`config.mk`:
```
export PLATFORM = sky130hd
export DESIGN_NAME = nios2_oci_dct_capture
export DESIGN_NICKNAME = d
export VERILOG_FILES = /design/src/rtl/nios2_oci_dct_pkg.sv /design/src/rtl/nios2_oci_dct_capture_fifo.sv /design/src/rtl/nios2_oci_dct_capture.sv
export SDC_FILE = /design/constraint.sdc
export NUM_CORES = 1
export LEC_CHECK = 0
export ABC_AREA = 1
export CAP_MARGIN = 15
export CORE_UTILIZATION = 45
export CTS_CLUSTER_SIZE = 25
export DETAILED_ROUTE_END_ITERATION = 6
export HOLD_SLACK_MARGIN = 0.06
export SYNTH_ARGS = -nofsm -noshare
export SYNTH_HDL_FRONTEND = slang
export SYNTH_SLANG_ARGS = --single-unit
```
`constraint.sdc`:
```
create_clock -name clk -period 5.1 [get_ports clk]
set_input_delay 1.275 -clock clk [delete_from_list [all_inputs] [get_ports clk]]
set_output_delay 1.275 -clock clk [all_outputs]
set_load 0.03 [all_outputs]
```
`src/rtl/nios2_oci_dct_pkg.sv`:
```
// Shared types and helpers for the OCI DCT trace capture block.
//   dct_state_e  : capture sequencer states
//   entry_w()    : width of one stored FIFO entry {count, payload}
//   dct_entry_t  : layout of one entry at the default widths
package nios2_oci_dct_pkg;

  typedef enum logic [1:0] {
    ST_IDLE    = 2'd0,
    ST_CAPTURE = 2'd1,
    ST_DRAIN   = 2'd2,
    ST_DONE    = 2'd3
  } dct_state_e;

  localparam int DEF_BUF_W = 30;
  localparam int DEF_CNT_W = 4;

  function automatic int entry_w(input int buf_w, input int cnt_w);
    return buf_w + cnt_w;
  endfunction

  // Count sits in the upper bits so a packed entry reads as {count, payload}.
  typedef struct packed {
    logic [DEF_CNT_W-1:0] count;
    logic [DEF_BUF_W-1:0] payload;
  } dct_entry_t;

endpackage

```
`src/rtl/nios2_oci_dct_capture_fifo.sv`:
```
// Synchronous single-clock FIFO with a registered head entry.
//   clk, reset  : clock, synchronous active-high reset
//   push        : write wr_data (caller guarantees room, or a same-cycle pop)
//   pop         : consume the head entry (caller gates with head_valid)
//   flush       : discard all contents; takes priority over push/pop
//   wr_data     : entry to write
//   head_data   : registered head entry, zero when head_valid=0
//   head_valid  : head_data holds a stored entry
//   level       : entries currently stored
//   full, empty : level==DEPTH, level==0
module nios2_oci_dct_fifo #(
  parameter int WIDTH = 34,
  parameter int DEPTH = 16,
  localparam int AW = $clog2(DEPTH),
  localparam int LW = AW + 1
) (
  input  logic             clk,
  input  logic             reset,
  input  logic             push,
  input  logic             pop,
  input  logic             flush,
  input  logic [WIDTH-1:0] wr_data,
  output logic [WIDTH-1:0] head_data,
  output logic             head_valid,
  output logic [LW-1:0]    level,
  output logic             full,
  output logic             empty
);

  logic [WIDTH-1:0] mem_q [DEPTH];
  logic [AW-1:0]    rd_ptr_q, rd_ptr_d;
  logic [AW-1:0]    wr_ptr_q, wr_ptr_d;
  logic [LW-1:0]    count_q, count_d;
  logic [WIDTH-1:0] head_q, head_d;
  logic             head_vld_q, head_vld_d;
  logic [LW-1:0]    remain;

  always_comb begin
    rd_ptr_d   = rd_ptr_q + AW'(pop);
    wr_ptr_d   = wr_ptr_q + AW'(push);
    count_d    = count_q + LW'(push) - LW'(pop);
    // The head is reloaded only from entries that were already stored before
    // this edge, so a push into an empty FIFO shows up one cycle later.
    remain     = count_q - LW'(pop);
    head_vld_d = (remain != '0);
    head_d     = head_vld_d ? mem_q[rd_ptr_d] : '0;
    if (flush) begin
      rd_ptr_d   = '0;
      wr_ptr_d   = '0;
      count_d    = '0;
      head_vld_d = 1'b0;
      head_d     = '0;
    end
  end

  // Storage is data only and carries no reset.
  always_ff @(posedge clk) begin
    if (push && !flush) begin
      mem_q[wr_ptr_q] <= wr_data;
    end
  end

  always_ff @(posedge clk) begin
    if (reset) begin
      rd_ptr_q   <= '0;
      wr_ptr_q   <= '0;
      count_q    <= '0;
      head_vld_q <= 1'b0;
      head_q     <= '0;
    end else begin
      rd_ptr_q   <= rd_ptr_d;
      wr_ptr_q   <= wr_ptr_d;
      count_q    <= count_d;
      head_vld_q <= head_vld_d;
      head_q     <= head_d;
    end
  end

  assign head_data  = head_q;
  assign head_valid = head_vld_q;
  assign level      = count_q;
  assign full       = (count_q == LW'(DEPTH));
  assign empty      = (count_q == '0);

endmodule

```
`src/rtl/nios2_oci_dct_capture.sv`:
```
// OCI DCT trace capture: qualifies trace beats, buffers them in a FIFO and
// streams them to a sink over valid/ready, sequenced by the test end signals.
//   clk, reset                 : clock, synchronous active-high reset
//   capture_en                 : arm capture (level)
//   dct_valid/dct_buffer/dct_count : incoming trace beat
//   test_ending                : graceful wind-down (drain then finish)
//   test_has_ended             : hard end, flushes the FIFO
//   out_valid/out_data/out_ready : stream of {dct_count, dct_buffer}
//   fifo_level                 : entries stored
//   overflow_cnt               : saturating count of dropped beats
//   beat_cnt                   : wrapping count of accepted beats
//   done                       : one-cycle pulse on entering DONE
//   aborted                    : sticky, DONE reached with data discarded
module nios2_oci_dct_capture
  import nios2_oci_dct_pkg::*;
#(
  parameter int BUF_W  = 30,
  parameter int CNT_W  = 4,
  parameter int DEPTH  = 16,
  parameter int OVF_W  = 8,
  parameter int BEAT_W = 16,
  localparam int ENTRY_W = entry_w(BUF_W, CNT_W),
  localparam int LW      = $clog2(DEPTH) + 1
) (
  input  logic               clk,
  input  logic               reset,
  input  logic               capture_en,
  input  logic               dct_valid,
  input  logic [BUF_W-1:0]   dct_buffer,
  input  logic [CNT_W-1:0]   dct_count,
  input  logic               test_ending,
  input  logic               test_has_ended,
  output logic               out_valid,
  output logic [ENTRY_W-1:0] out_data,
  input  logic               out_ready,
  output logic [LW-1:0]      fifo_level,
  output logic [OVF_W-1:0]   overflow_cnt,
  output logic [BEAT_W-1:0]  beat_cnt,
  output logic               done,
  output logic               aborted
);

  dct_state_e        state_q, state_d;
  logic [OVF_W-1:0]  ovf_q, ovf_d;
  logic [BEAT_W-1:0] beat_q, beat_d;
  logic              done_q, done_d;
  logic              aborted_q, aborted_d;

  logic beat_ok, pop, push_req, push_ok, drop, abort, clear;
  logic fifo_full, fifo_empty, head_valid;

  // A beat with no valid slots carries nothing and is ignored entirely.
  assign beat_ok  = dct_valid && (dct_count != '0);
  assign pop      = head_valid && out_ready;
  assign abort    = test_has_ended && (state_q == ST_CAPTURE || state_q == ST_DRAIN);
  assign push_req = beat_ok && (state_q == ST_CAPTURE) && !test_has_ended;
  // A pop in the same cycle frees the slot, so a full FIFO still accepts.
  assign push_ok  = push_req && (!fifo_full || pop);
  assign drop     = push_req && fifo_full && !pop;

  nios2_oci_dct_fifo #(
    .WIDTH (ENTRY_W),
    .DEPTH (DEPTH)
  ) u_fifo (
    .clk        (clk),
    .reset      (reset),
    .push       (push_ok),
    .pop        (pop),
    .flush      (abort),
    .wr_data    ({dct_count, dct_buffer}),
    .head_data  (out_data),
    .head_valid (head_valid),
    .level      (fifo_level),
    .full       (fifo_full),
    .empty      (fifo_empty)
  );

  always_comb begin
    state_d   = state_q;
    aborted_d = aborted_q;
    clear     = 1'b0;
    unique case (state_q)
      ST_IDLE: begin
        if (capture_en) begin
          state_d = ST_CAPTURE;
          clear   = 1'b1;
        end
      end
      ST_CAPTURE: begin
        if (test_has_ended) begin
          state_d   = ST_DONE;
          aborted_d = !fifo_empty || beat_ok;
        end else if (test_ending) begin
          state_d = ST_DRAIN;
        end
      end
      ST_DRAIN: begin
        if (test_has_ended) begin
          state_d   = ST_DONE;
          aborted_d = !fifo_empty || beat_ok;
        end else if (fifo_empty && !head_valid) begin
          state_d = ST_DONE;
        end
      end
      ST_DONE: begin
        if (!capture_en) begin
          state_d = ST_IDLE;
        end
      end
      default: state_d = ST_IDLE;
    endcase

    if (clear) begin
      aborted_d = 1'b0;
    end
    done_d = (state_d == ST_DONE) && (state_q != ST_DONE);

    beat_d = beat_q + BEAT_W'(push_ok);
    ovf_d  = ovf_q;
    if (drop && (ovf_q != '1)) begin
      ovf_d = ovf_q + 1'b1;
    end
    if (clear) begin
      beat_d = '0;
      ovf_d  = '0;
    end
  end

  always_ff @(posedge clk) begin
    if (reset) begin
      state_q   <= ST_IDLE;
      ovf_q     <= '0;
      beat_q    <= '0;
      done_q    <= 1'b0;
      aborted_q <= 1'b0;
    end else begin
      state_q   <= state_d;
      ovf_q     <= ovf_d;
      beat_q    <= beat_d;
      done_q    <= done_d;
      aborted_q <= aborted_d;
    end
  end

  assign out_valid    = head_valid;
  assign overflow_cnt = ovf_q;
  assign beat_cnt     = beat_q;
  assign done         = done_q;
  assign aborted      = aborted_q;

endmodule

```
-- Word level (Yosys, flattened, before mapping)
Memory sizes are Yosys's and may differ from the RTL's. A register that Yosys moved wholly into a read port is not among the register bits.
Index checks and enable logic that the tools add are counted.
- bits in registers: 42
- bits in writable memories: 544
- output and inout port bits: 66
- memories kept: 1
- memories (name ; words ; bits a word ; read ports ; clocked after memory_dff ; wr ports ; line ; text):
    u_fifo.mem_q ; 16 ; 34 ; 1 ; 1 ; 1 ; nios2_oci_dct_capture_fifo.sv:30 ; logic [WIDTH-1:0] mem_q [DEPTH];
- add/subtract/negate cells: 7
- equality and inequality tests: 7
- multiplexer cells: 11
- bitwise operators: 1
- reduce and logical (&&, ||, !) cells: 30
- operators with widths (cell ; number):
    $add A16 B1 Y16 ; 1
    $logic_and A1 B1 Y1 ; 12
    $mux W2 ; 6
    $sub A5 B1 Y5 ; 2
    $add A4 B1 Y4 ; 2
    $add A8 B1 Y8 const B ; 1
    $ne A8 B8 Y1 const B ; 1
    $pmux W2 S4 ; 1
    $eq A2 B2 Y1 const B ; 3
    $logic_not A1 Y1 ; 6
    $reduce_or A2 Y1 ; 3
    $add A5 B1 Y5 ; 1
    $eq A5 B5 Y1 const B ; 1
    $logic_not A5 Y1 ; 1
    $reduce_bool A5 Y1 ; 1
    $mux W1 ; 4
    $reduce_bool A4 Y1 ; 1
    $logic_or A1 B1 Y1 ; 3
    $reduce_or A3 Y1 ; 1
    $eq A2 B1 Y1 const B ; 1
    $logic_not A2 Y1 ; 1
    $ne A2 B2 Y1 const B ; 1
    $reduce_and A2 Y1 ; 1
    $not A1 Y1 ; 1

-- Logic depth before layout (Yosys ltp)
Gate-level depths: netlist of run 1.
- depth in word-level cells: 8
- depth in mapped cells: 15
- depth with buffers taken out: 15

-- By module
Synthesis of run 1 repeated with hierarchy kept, for this count alone.
- cell total of the unflattened synthesis: 2673
- area, all modules: 26606.8 um^2
- by module, submodules not included (module ; times used ; cells each ; area each (um^2)):
    nios2_oci_dct_fifo ; 1 ; 2447 ; 25004.0
    nios2_oci_dct_capture ; 1 ; 226 ; 1602.8

-- Worst setup path after synthesis of run 1
OpenSTA, ideal clock, no wires.
- path kind: input port to flip-flop
- start point: input port out_ready
- end point: memory u_fifo.mem_q[0][0], enable pin
- setup time: 468 ps
- arrival: 4141 ps
- path slack: 491 ps
- cell stages on the path: 4
- path buffers: 0
- cell sequence: nand2_1 nand4_1 nand4_1 nor3_1
- longest elaborated chain between the ends: 6
- RTL lines (element ; line ; text):
    start: declaration ; nios2_oci_dct_capture.sv:35 ; input logic out_ready,
    $logic_and A1 B1 Y1 ; nios2_oci_dct_capture.sv:54 ; assign pop = head_valid && out_ready;
    $logic_or A1 B1 Y1 ; nios2_oci_dct_capture.sv:58 ; assign push_ok = push_req && (!fifo_full || pop);
    $logic_and A1 B1 Y1 ; nios2_oci_dct_capture.sv:58 ;
    $logic_and A1 B1 Y1 ; nios2_oci_dct_capture_fifo.sv:58 ; if (push && !flush) begin
    $mux W1 ; nios2_oci_dct_capture_fifo.sv:58 ;
    $mux W1 (not written as such) ; nios2_oci_dct_capture_fifo.sv:59 ; mem_q[wr_ptr_q] <= wr_data;
    end: declaration ; nios2_oci_dct_capture_fifo.sv:30 ;
Every way passes these cells.

-- Final worst setup path of run 1
- start point: input port dct_count[2]
- end point: memory u_fifo.mem_q[7][20], enable pin
- longest elaborated chain between the ends: 8
- RTL lines (element ; line ; text):
    start: declaration ; nios2_oci_dct_capture.sv:30 ; input logic [CNT_W-1:0] dct_count,
    $reduce_bool A4 Y1 ; nios2_oci_dct_capture.sv:53 ; assign beat_ok = dct_valid && (dct_count != '0);
    $logic_and A1 B1 Y1 ; nios2_oci_dct_capture.sv:53 ;
    $logic_and A1 B1 Y1 (2 in a row) ; nios2_oci_dct_capture.sv:56 ; assign push_req = beat_ok && (state_q == ST_CAPTURE) && !test_has_ended;
    $logic_and A1 B1 Y1 ; nios2_oci_dct_capture.sv:58 ;
    $logic_and A1 B1 Y1 ; nios2_oci_dct_capture_fifo.sv:58 ;
    $mux W1 ; nios2_oci_dct_capture_fifo.sv:58 ;
    $mux W1 (not written as such) ; nios2_oci_dct_capture_fifo.sv:59 ;
Every way passes these cells.

==> Implementation_results.wiki, run 1 <==
{| class="wikitable"
! Metric !! Value
|-
| DRC viols || 3
|-
| Tcrit/Tclk final || 72.6%
|-
| Final Hold Viols || 0
|-
| DRT Wirelength || 63.0 mm
|-
| Initial Util || a little under half
|-
| Slew at the pin closest to its max-slew limit || around 0.85 ns
|-
| Total Neg Setup Slack || 0 ns
|-
| Largest net degree at the start of global routing || between 150 and 200
|-
| Storage element area || about 18000 um^2
|-
| Clock tree from TritonCTS || built
|-
| Number of clock buffers inserted by TritonCTS || 67
|-
| Worst path required time || approximately 5.4 ns
|-
| Classification of the worst setup path || in -> reg
|-
| Synthesis-stage register bit count || 620
|-
| Die Y || 241 um
|-
| Number of enable flip-flop cells after synthesis || approximately 540
|-
| Post-Synth Adder-Cell Area || under 10%
|-
| Switching share of power || 30.2%
|-
| Failing checks || design-rule violations
|-
| Total number of clock tree sinks || 620
|-
| Cell internal power dissipation || approximately 0.0094 W
|-
| Worst stage delay on the critical path || just over 0.8 ns
|-
| Final Skew || about 0.024 ns
|-
| Rows || 87
|-
| Capturing element type of the critical path || register
|-
| Leak pwr || 11.9 nW
|-
| Average wire per cell in the routed design || approximately 19 um
|-
| Layout cells sized above 1 || 7.15%
|-
| Number of global-route vias before repair || roughly 17000
|-
| Reg-to-reg setup timing slack || 2.17 ns
|-
| Compound-cell area share of the yosys netlist || 2.29%
|-
| Clock insertion delay at the later pin of the skew report || 0.60 ns
|-
| Iteration-0 DRC Markers || around 1300
|-
| Area growth syn-to-layout || 16.9%
|-
| Crit start category || primary input
|-
| Count of endpoints failing setup in the final report || 0
|-
| Wire length of the first global-routing pass || around 97 mm
|-
| Worst min path class || reg -> reg
|-
| Antenna Nets Post-Route || 0
|-
| Power share of the clock group || around a third
|-
| Proportion of synthesized chip area in sequential cells || a little over two thirds
|-
| Sequential fraction of design power || 42.5%
|-
| Primary FF master, synth || edfxtp_1
|-
| Post-CTS setup buffers || 0
|-
| Post-Place Setup Slack || 0.810 ns
|-
| Worst slew slack as a fraction of its limit || 43.5%
|-
| Grt total ovfl || 0
|-
| Unrepaired setup endpoints after global routing || false
|-
| Number of top-level pins || roughly 110
|-
| Part of the power in combinational logic || 22.2%
|-
| Critical path destination || u_fifo.mem_q[7][20]
|-
| Count of different cell masters after synthesis || 37
|-
| Max Freq || roughly 270 MHz
|-
| Post-synthesis mux area share || 0%
|-
| Multi-input logic area || a little under 7000 um^2
|-
| Synthesized area per cell || between 10 and 15 um^2
|-
| Number of H-tree levels || 3
|-
| Max-capacitance violation count || 0
|-
| Core box area || 56400 um^2
|-
| Async set-or-reset flop fraction in the synthesized netlist || 0%
|-
| Quantity of I/O buffers inserted on ports || roughly 110
|-
| Detailed-router iteration count before antenna repair || 7
|-
| Die area || 58000 um^2
|-
| Xor-xnor portion of the synthesized cell area || 0.361%
|-
| Yosys warnings || 0
|-
| Number of antenna diodes || 0
|-
| GRT Total Usage || ~22%
|-
| Fill cells || approximately 5000
|-
| HPWL Detailed || 34.4 mm
|-
| Combinational family with the most area after synthesis || simple AND/OR/NAND/NOR gates
|-
| Slowest cell on the critical path || clkdlybuf4s50_1
|-
| Launch point of the critical path || dct_count[2]
|-
| Path depth of the worst reg2reg path || 9
|-
| Outcome || complete, but fails checks
|-
| Count of final max-slew check failures || 0
|-
| Library cell used as clock root buffer || clkbuf_16
|-
| Vias per Instance || 5.09
|-
| Total of cells resized after clock tree synthesis || 0
|-
| Cell-by-cell listing of the critical path || clkdlybuf4s50_1 -> nor2_1 -> nand2_1 -> nand4_1 -> buf_4 -> inv_2 -> nand3_1 -> nor2_4 -> buf_12
|-
| CTS Hold Bufs || 0
|-
| Post-synthesis share of cell area spent on and, or, nand and nor gates || 21.8%
|-
| Critical path fanouts, max || 26
|-
| Clock Path Buffers || 3
|-
| Nets in the synthesized netlist || approximately 2500
|-
| Data arrival time at the worst-slack endpoint || a little under 4 ns
|-
| Clock transition time at the flip-flop clock pins of the worst setup and hold paths || approximately 0.060 ns
|-
| Smallest setup slack after layout || about 1.4 ns
|-
| Crit Reg-Reg Endpoint || u_fifo.mem_q[7][20]
|-
| Ratio of total power to cell area || 450 nW/um^2
|-
| Cell area after synthesis || around 26000 um^2
|-
| Post-Synthesis Cells || roughly 2500
|-
| Die width || 241 um
|-
| Initial antenna violation count || 1
|-
| Switching Power || 0.00409 W
|-
| Nets || 2644
|-
| Origin of the critical flop-to-flop path || u_fifo.level[2]
|-
| Placer's final routability congestion estimate || around 0.8
|-
| Final min period || between 3 and 4 ns
|-
| Number of vias in the routed layout || about 17000
|-
| Worst vdd ir || roughly 400 uV
|}
power groups by stage:
stage | clock network [W] | logic [W] | registers, W
final | 0.00476 | 0.00301 | 0.00575
after global routing | 0.00504 | 0.00338 | 0.00576
after floorplan | 0 | 0.00181 | 0.00607
after global placement | 0 | 0.00299 | 0.00586
after CTS | 0.00484 | 0.00303 | 0.00576
after detailed placement | 0 | 0.00302 | 0.00586
final cells by class:
class                      count  area share, %
clock inverter                29          0.829
timing repair buffer         164           5.32
multi-input combinational   1538           22.5
sequential                   620           59.5
inverter                     189           2.40
clock buffer                  91           6.36
tap                          756           3.15
worst max-delay path, delay by kind of cell:
family                 cells  cell delay, ns
buffers and inverters      4            1.46
and+or+nand+nor            5            1.21
placed cells by master (no fill, tap or decap), types with 18 or more instances in the layout:
master             n
inv_1            181
clkdlybuf4s50_1  106
nand2_1          983
nor2_1           142
a21oi_1           58
nand3_1          231
clkbuf_16         69
dfxtp_1           76
buf_4             50
o21ai_1           18
edfxtp_1         544
ha_1              20
o21ai_0           28
sequential cells by signal (all words and copies together), names as in the netlist:
| register | count |
|---|---|
| u_fifo.head_data | 34 |
| state_q | 2 |
| u_fifo.wr_ptr_q | 4 |
| u_fifo.mem_q | 544 |
| overflow_cnt | 8 |
| u_fifo.rd_ptr_q | 4 |
| done | 1 |
| aborted | 1 |
| u_fifo.level | 5 |
| beat_cnt | 16 |
| u_fifo.head_valid | 1 |
synthesized netlist by cell type, types with 2 or more instances:
master | count | share of area, %
a21oi_1 | 58 | 1.1
buf_1 | 12 | 0.18
buf_2 | 58 | 1.1
buf_4 | 5 | 0.15
clkbuf_1 | 40 | 0.58
dfxtp_1 | 76 | 5.9
edfxtp_1 | 544 | 64
ha_1 | 22 | 1.1
inv_1 | 181 | 2.6
inv_2 | 7 | 0.10
nand2_1 | 983 | 14
nand3_1 | 231 | 4.5
nand3b_1 | 3 | 0.088
nand4_1 | 7 | 0.17
nor2_1 | 150 | 2.2
nor3_1 | 12 | 0.23
nor3b_1 | 2 | 0.058
o21a_1 | 2 | 0.058
o21ai_0 | 28 | 0.55
o21ai_1 | 18 | 0.35
o21bai_1 | 3 | 0.088
or2_2 | 2 | 0.049
xnor2_1 | 2 | 0.068
xor2_1 | 3 | 0.10
xor2_2 | 2 | 0.13
metrics by stage:
step,cells,power (W),area (um^2),hold WS (ns),util [%]
after floorplan,2463,0.00788,25700,0.495,-
after global placement,3267,0.00885,27900,0.464,49.4
after detailed placement,3267,0.00888,27900,0.474,49.4
after CTS,3387,0.0136,30000,0.483,53.2
after global routing,3387,0.0142,30000,0.533,53.2
final,3387,0.0135,30000,0.483,53.2
cell families after synthesis:
logic type                 count (synthesis)
AOI/OAI and AO/OA                        113
xor gates and xnor gates                   8
adders and majority gates                 23
buffers and inverters                    305
DFF                                      620
and+or+nand+nor                         1394
routing by layer:
layer / routed length (um) / track usage, % / vias up
li1: - / - / 8352
met1: 28500 / 30.4 / 8405
met2: 30700 / 36.8 / 399
met3: 2880 / 2.92 / 75
met4: 978 / 6.46 / 0
met5: 0 / 0 / -
worst min path at each step:
stage,start,endpoint,slack [ns],cells after the start
floorplan,u_fifo.wr_ptr_q[3],u_fifo.wr_ptr_q[3],0.49,2
global placement,beat_cnt[15],beat_cnt[15],0.46,2
detailed placement,beat_cnt[15],beat_cnt[15],0.47,2
CTS,beat_cnt[15],beat_cnt[15],0.48,2
global route,beat_cnt[9],beat_cnt[9],0.53,2
finish,beat_cnt[15],beat_cnt[15],0.48,2
Power figures use the tool's default switching activity.
==> run 2: changes to the inputs <==
- clock period: 5.1 -> 3.3 ns (I/O delays scaled with it)
==> Implementation_results.wiki, run 2 (synthesis results as in run 1) <==
{| class="wikitable"
! Metric !! Value
|-
| Storage element area || 17900 um^2 (unchanged)
|-
| Number of antenna diodes || 0 (unchanged)
|-
| Worst slew slack as a fraction of its limit || 58.9% (+15 points)
|-
| Reg with most FFs || u_fifo.mem_q
|-
| Total number of clock tree sinks || 620 (unchanged)
|-
| Average wire per cell in the routed design || 18.1 um (-3.0%)
|-
| Ratio of total power to cell area || 692 nW/um^2 (+54%)
|-
| Number of cells after detailed placement || 3290 (+0.70%)
|-
| Number of H-tree levels || 3 (unchanged)
|-
| Max Freq || roughly 370 MHz
|-
| Max-capacitance violation count || 0 (unchanged)
|-
| Wire length of the first global-routing pass || 95.5 mm (-1.5%)
|-
| Slew at the pin closest to its max-slew limit || 0.615 ns (-0.231 ns)
|-
| Tcrit/Tclk final || between 80% and 90%
|-
| Initial Util || 45.5% (unchanged)
|-
| Most common cell after layout, fill and taps aside || nand2_1
|-
| Largest net degree at the start of global routing || 87 (-42%)
|-
| Number of top-level pins || 107 (unchanged)
|-
| Cell-by-cell listing of the critical path || clkdlybuf4s50_1 -> buf_4 -> nor2_1 -> nand2_1 -> nand4_1 -> inv_2 -> buf_4 -> ha_1 -> ha_1 -> nand2_1 -> nor2_1 -> nand3_1 -> nor2_1 -> nand2_1 -> a21oi_1
|-
| Number of global-route vias before repair || 17106 (+2.1%)
|-
| Family with the most delay on the worst path || simple AND/OR/NAND/NOR gates
|-
| Total of cells resized after clock tree synthesis || 0 (unchanged)
|-
| Launch point of the critical path || dct_count[3]
|-
| Placed inst area || 28500 um^2 (+2.2%)
|-
| Worst stage delay on the critical path || 0.45 ns (-0.36 ns)
|-
| Clock transition time at the flip-flop clock pins of the worst setup and hold paths || 0.06 ns (about the same)
|-
| Antenna Nets Post-Route || 0 (unchanged)
|-
| Number of clock buffers inserted by TritonCTS || 67 (unchanged)
|-
| Library cell used as clock root buffer || clkbuf_16
|-
| Buffer and inverter count on the worst path || 4 (unchanged)
|-
| Outcome || completed
|-
| Finished layout cell area || 30700 um^2 (+2.3%)
|-
| Classification of the worst setup path || in -> reg
|-
| Leak pwr || 12.2 nW (+2.4%)
|-
| Most frequent cells in the layout || nand2_1, edfxtp_1, nand3_1, inv_1, nor2_1
|-
| Iteration-0 DRC Markers || 1214 (-6.9%)
|-
| Initial antenna violation count || 0 (-1)
|-
| Worst vdd ir || 407 uV (+2.1%)
|-
| Worst Hold Launch || beat_cnt[15]
|-
| Origin of the critical flop-to-flop path || u_fifo.level[2]
|-
| Final Hold Viols || 0 (unchanged)
|-
| DRT Wirelength || 61.6 mm (-2.3%)
|-
| Quantity of I/O buffers inserted on ports || 106 (unchanged)
|-
| Number of vias in the routed layout || 17294 (+0.37%)
|-
| Unrepaired setup endpoints after global routing || false
|-
| Rows || 87 (unchanged)
|-
| Post-CTS setup buffers || 0 (unchanged)
|-
| Vias per Instance || 5.07 (-0.31%)
|-
| Count of endpoints failing setup in the final report || 0 (unchanged)
|-
| Area growth syn-to-layout || 19.6%
|-
| Die area || 58000 um^2 (unchanged)
|-
| Detailed-router iteration count before antenna repair || 5 (-2)
|-
| Die Y || 241 um (unchanged)
|-
| Clock tree from TritonCTS || built
|-
| Die width || 241 um (unchanged)
|-
| Crit start category || primary input
|-
| Fill cells || 4863 (-2.3%)
|-
| DRC viols || 0 (-3)
|-
| Flip-flop count of the largest register after layout || 544 (unchanged)
|-
| Nets || 2667 (+0.87%)
|-
| Final min period || about 2.7 ns
|-
| Data arrival time at the worst-slack endpoint || 3.22 ns (-0.75 ns)
|-
| Multi-input logic area || 6740 um^2 (unchanged)
|-
| Placer's final routability congestion estimate || 0.839 (+5.1%)
|-
| HPWL Detailed || 34.5 mm (+0.54%)
|-
| Core box area || 56400 um^2 (unchanged)
|-
| Worst path required time || 3.81 ns (-1.56 ns)
|-
| Worst min path class || reg -> reg
|-
| GRT Total Usage || 21.7% (-0.40 points)
|-
| Final cell count without fillers || 3410 (+0.68%)
|-
| CTS Hold Bufs || 0 (unchanged)
|-
| Critical path fanouts, max || 5 (-81%)
|-
| Slowest cell on the critical path || clkdlybuf4s50_1
|-
| Capturing element type of the critical path || register
|-
| Layout cells sized above 1 || 8.06% (+0.92 points)
|-
| Count of final max-slew check failures || 0 (unchanged)
|-
| Final Skew || 0.0177 ns (-0.00605 ns)
|-
| Clock Path Buffers || 3 (unchanged)
|-
| Grt total ovfl || 0 (unchanged)
|-
| Clock insertion delay at the later pin of the skew report || 0.59 ns (about the same)
|}
run 2: cell count changes in the layout (fill, tap and decap cells not counted):
cell        previous run  this run
clkinv_1              13         7
bufinv_16              4         6
clkbuf_8              10         5
clkinvlp_4             0         2
clkinv_4               3         1
clkbuf_16             69        72
buf_4                 50        37
buf_12                 8        44
clkinv_2               8        11
clkbuf_1              12        15
run 2: layout make-up:
cell class              count  area share [%]
flip-flops and latches    620            58.1
multi-input cells        1538            21.9
repair buffers            187            7.23
clock buffers              92            6.27
well taps                 756            3.08
inverters                 189            2.35
clock inverters            28           0.974
run 2: final timing paths:
path,endpoint,depth (start not counted),slack [ns]
hold / removal,beat_cnt[15],2,0.49
setup / recovery,beat_cnt[14],15,0.59
setup reg to reg,beat_cnt[14],14,0.74
hold reg to reg,beat_cnt[15],2,0.49
run 2: worst register-to-register path: cells and delay by family (launching register included):
family                     cells  cell delay, ns
adders and majority gates      3            0.59
AOI/OAI and AO/OA              1            0.14
and+or+nand+nor                7            0.99
DFF                            1            0.40
buffers and inverters          3            0.37
run 2: per-stage QoR:
| stage | hold WS (ns) | total power [W] | setup TNS [ns] | worst slack [ns] | util [%] |
|---|---|---|---|---|---|
| after detailed placement | 0.482 | 0.0139 | 0 | 0.0324 | 50.5 |
| after CTS | 0.492 | 0.0214 | 0 | 0.613 | 54.5 |
| final | 0.489 | 0.0212 | 0 | 0.594 | 54.5 |
| after global routing | 0.501 | 0.0223 | 0 | 0.302 | 54.5 |
| after global placement | 0.466 | 0.0138 | 0 | 0.0553 | 50.5 |
| after floorplan | 0.495 | 0.0122 | -242.85 | -0.893 | - |
run 2: power breakdown:
part	internal, W	switching (W)	leakage [nW]
clock	0.00456	0.00296	1.09
sequential	0.00875	0.000122	5.51
combinational	0.00165	0.00320	5.61
total	0.0150	0.00628	12.2
run 2: routing by layer:
| metal | up-vias | GRT usage [%] | share of wire (%) |
|---|---|---|---|
| met4 | 0 | 7.00 | 2.1 |
| met1 | 8393 | 28.9 | 44 |
| met2 | 418 | 36.8 | 49 |
| li1 | 8404 | - | - |
| met3 | 79 | 2.99 | 4.8 |
| met5 | - | 0 | 0 |
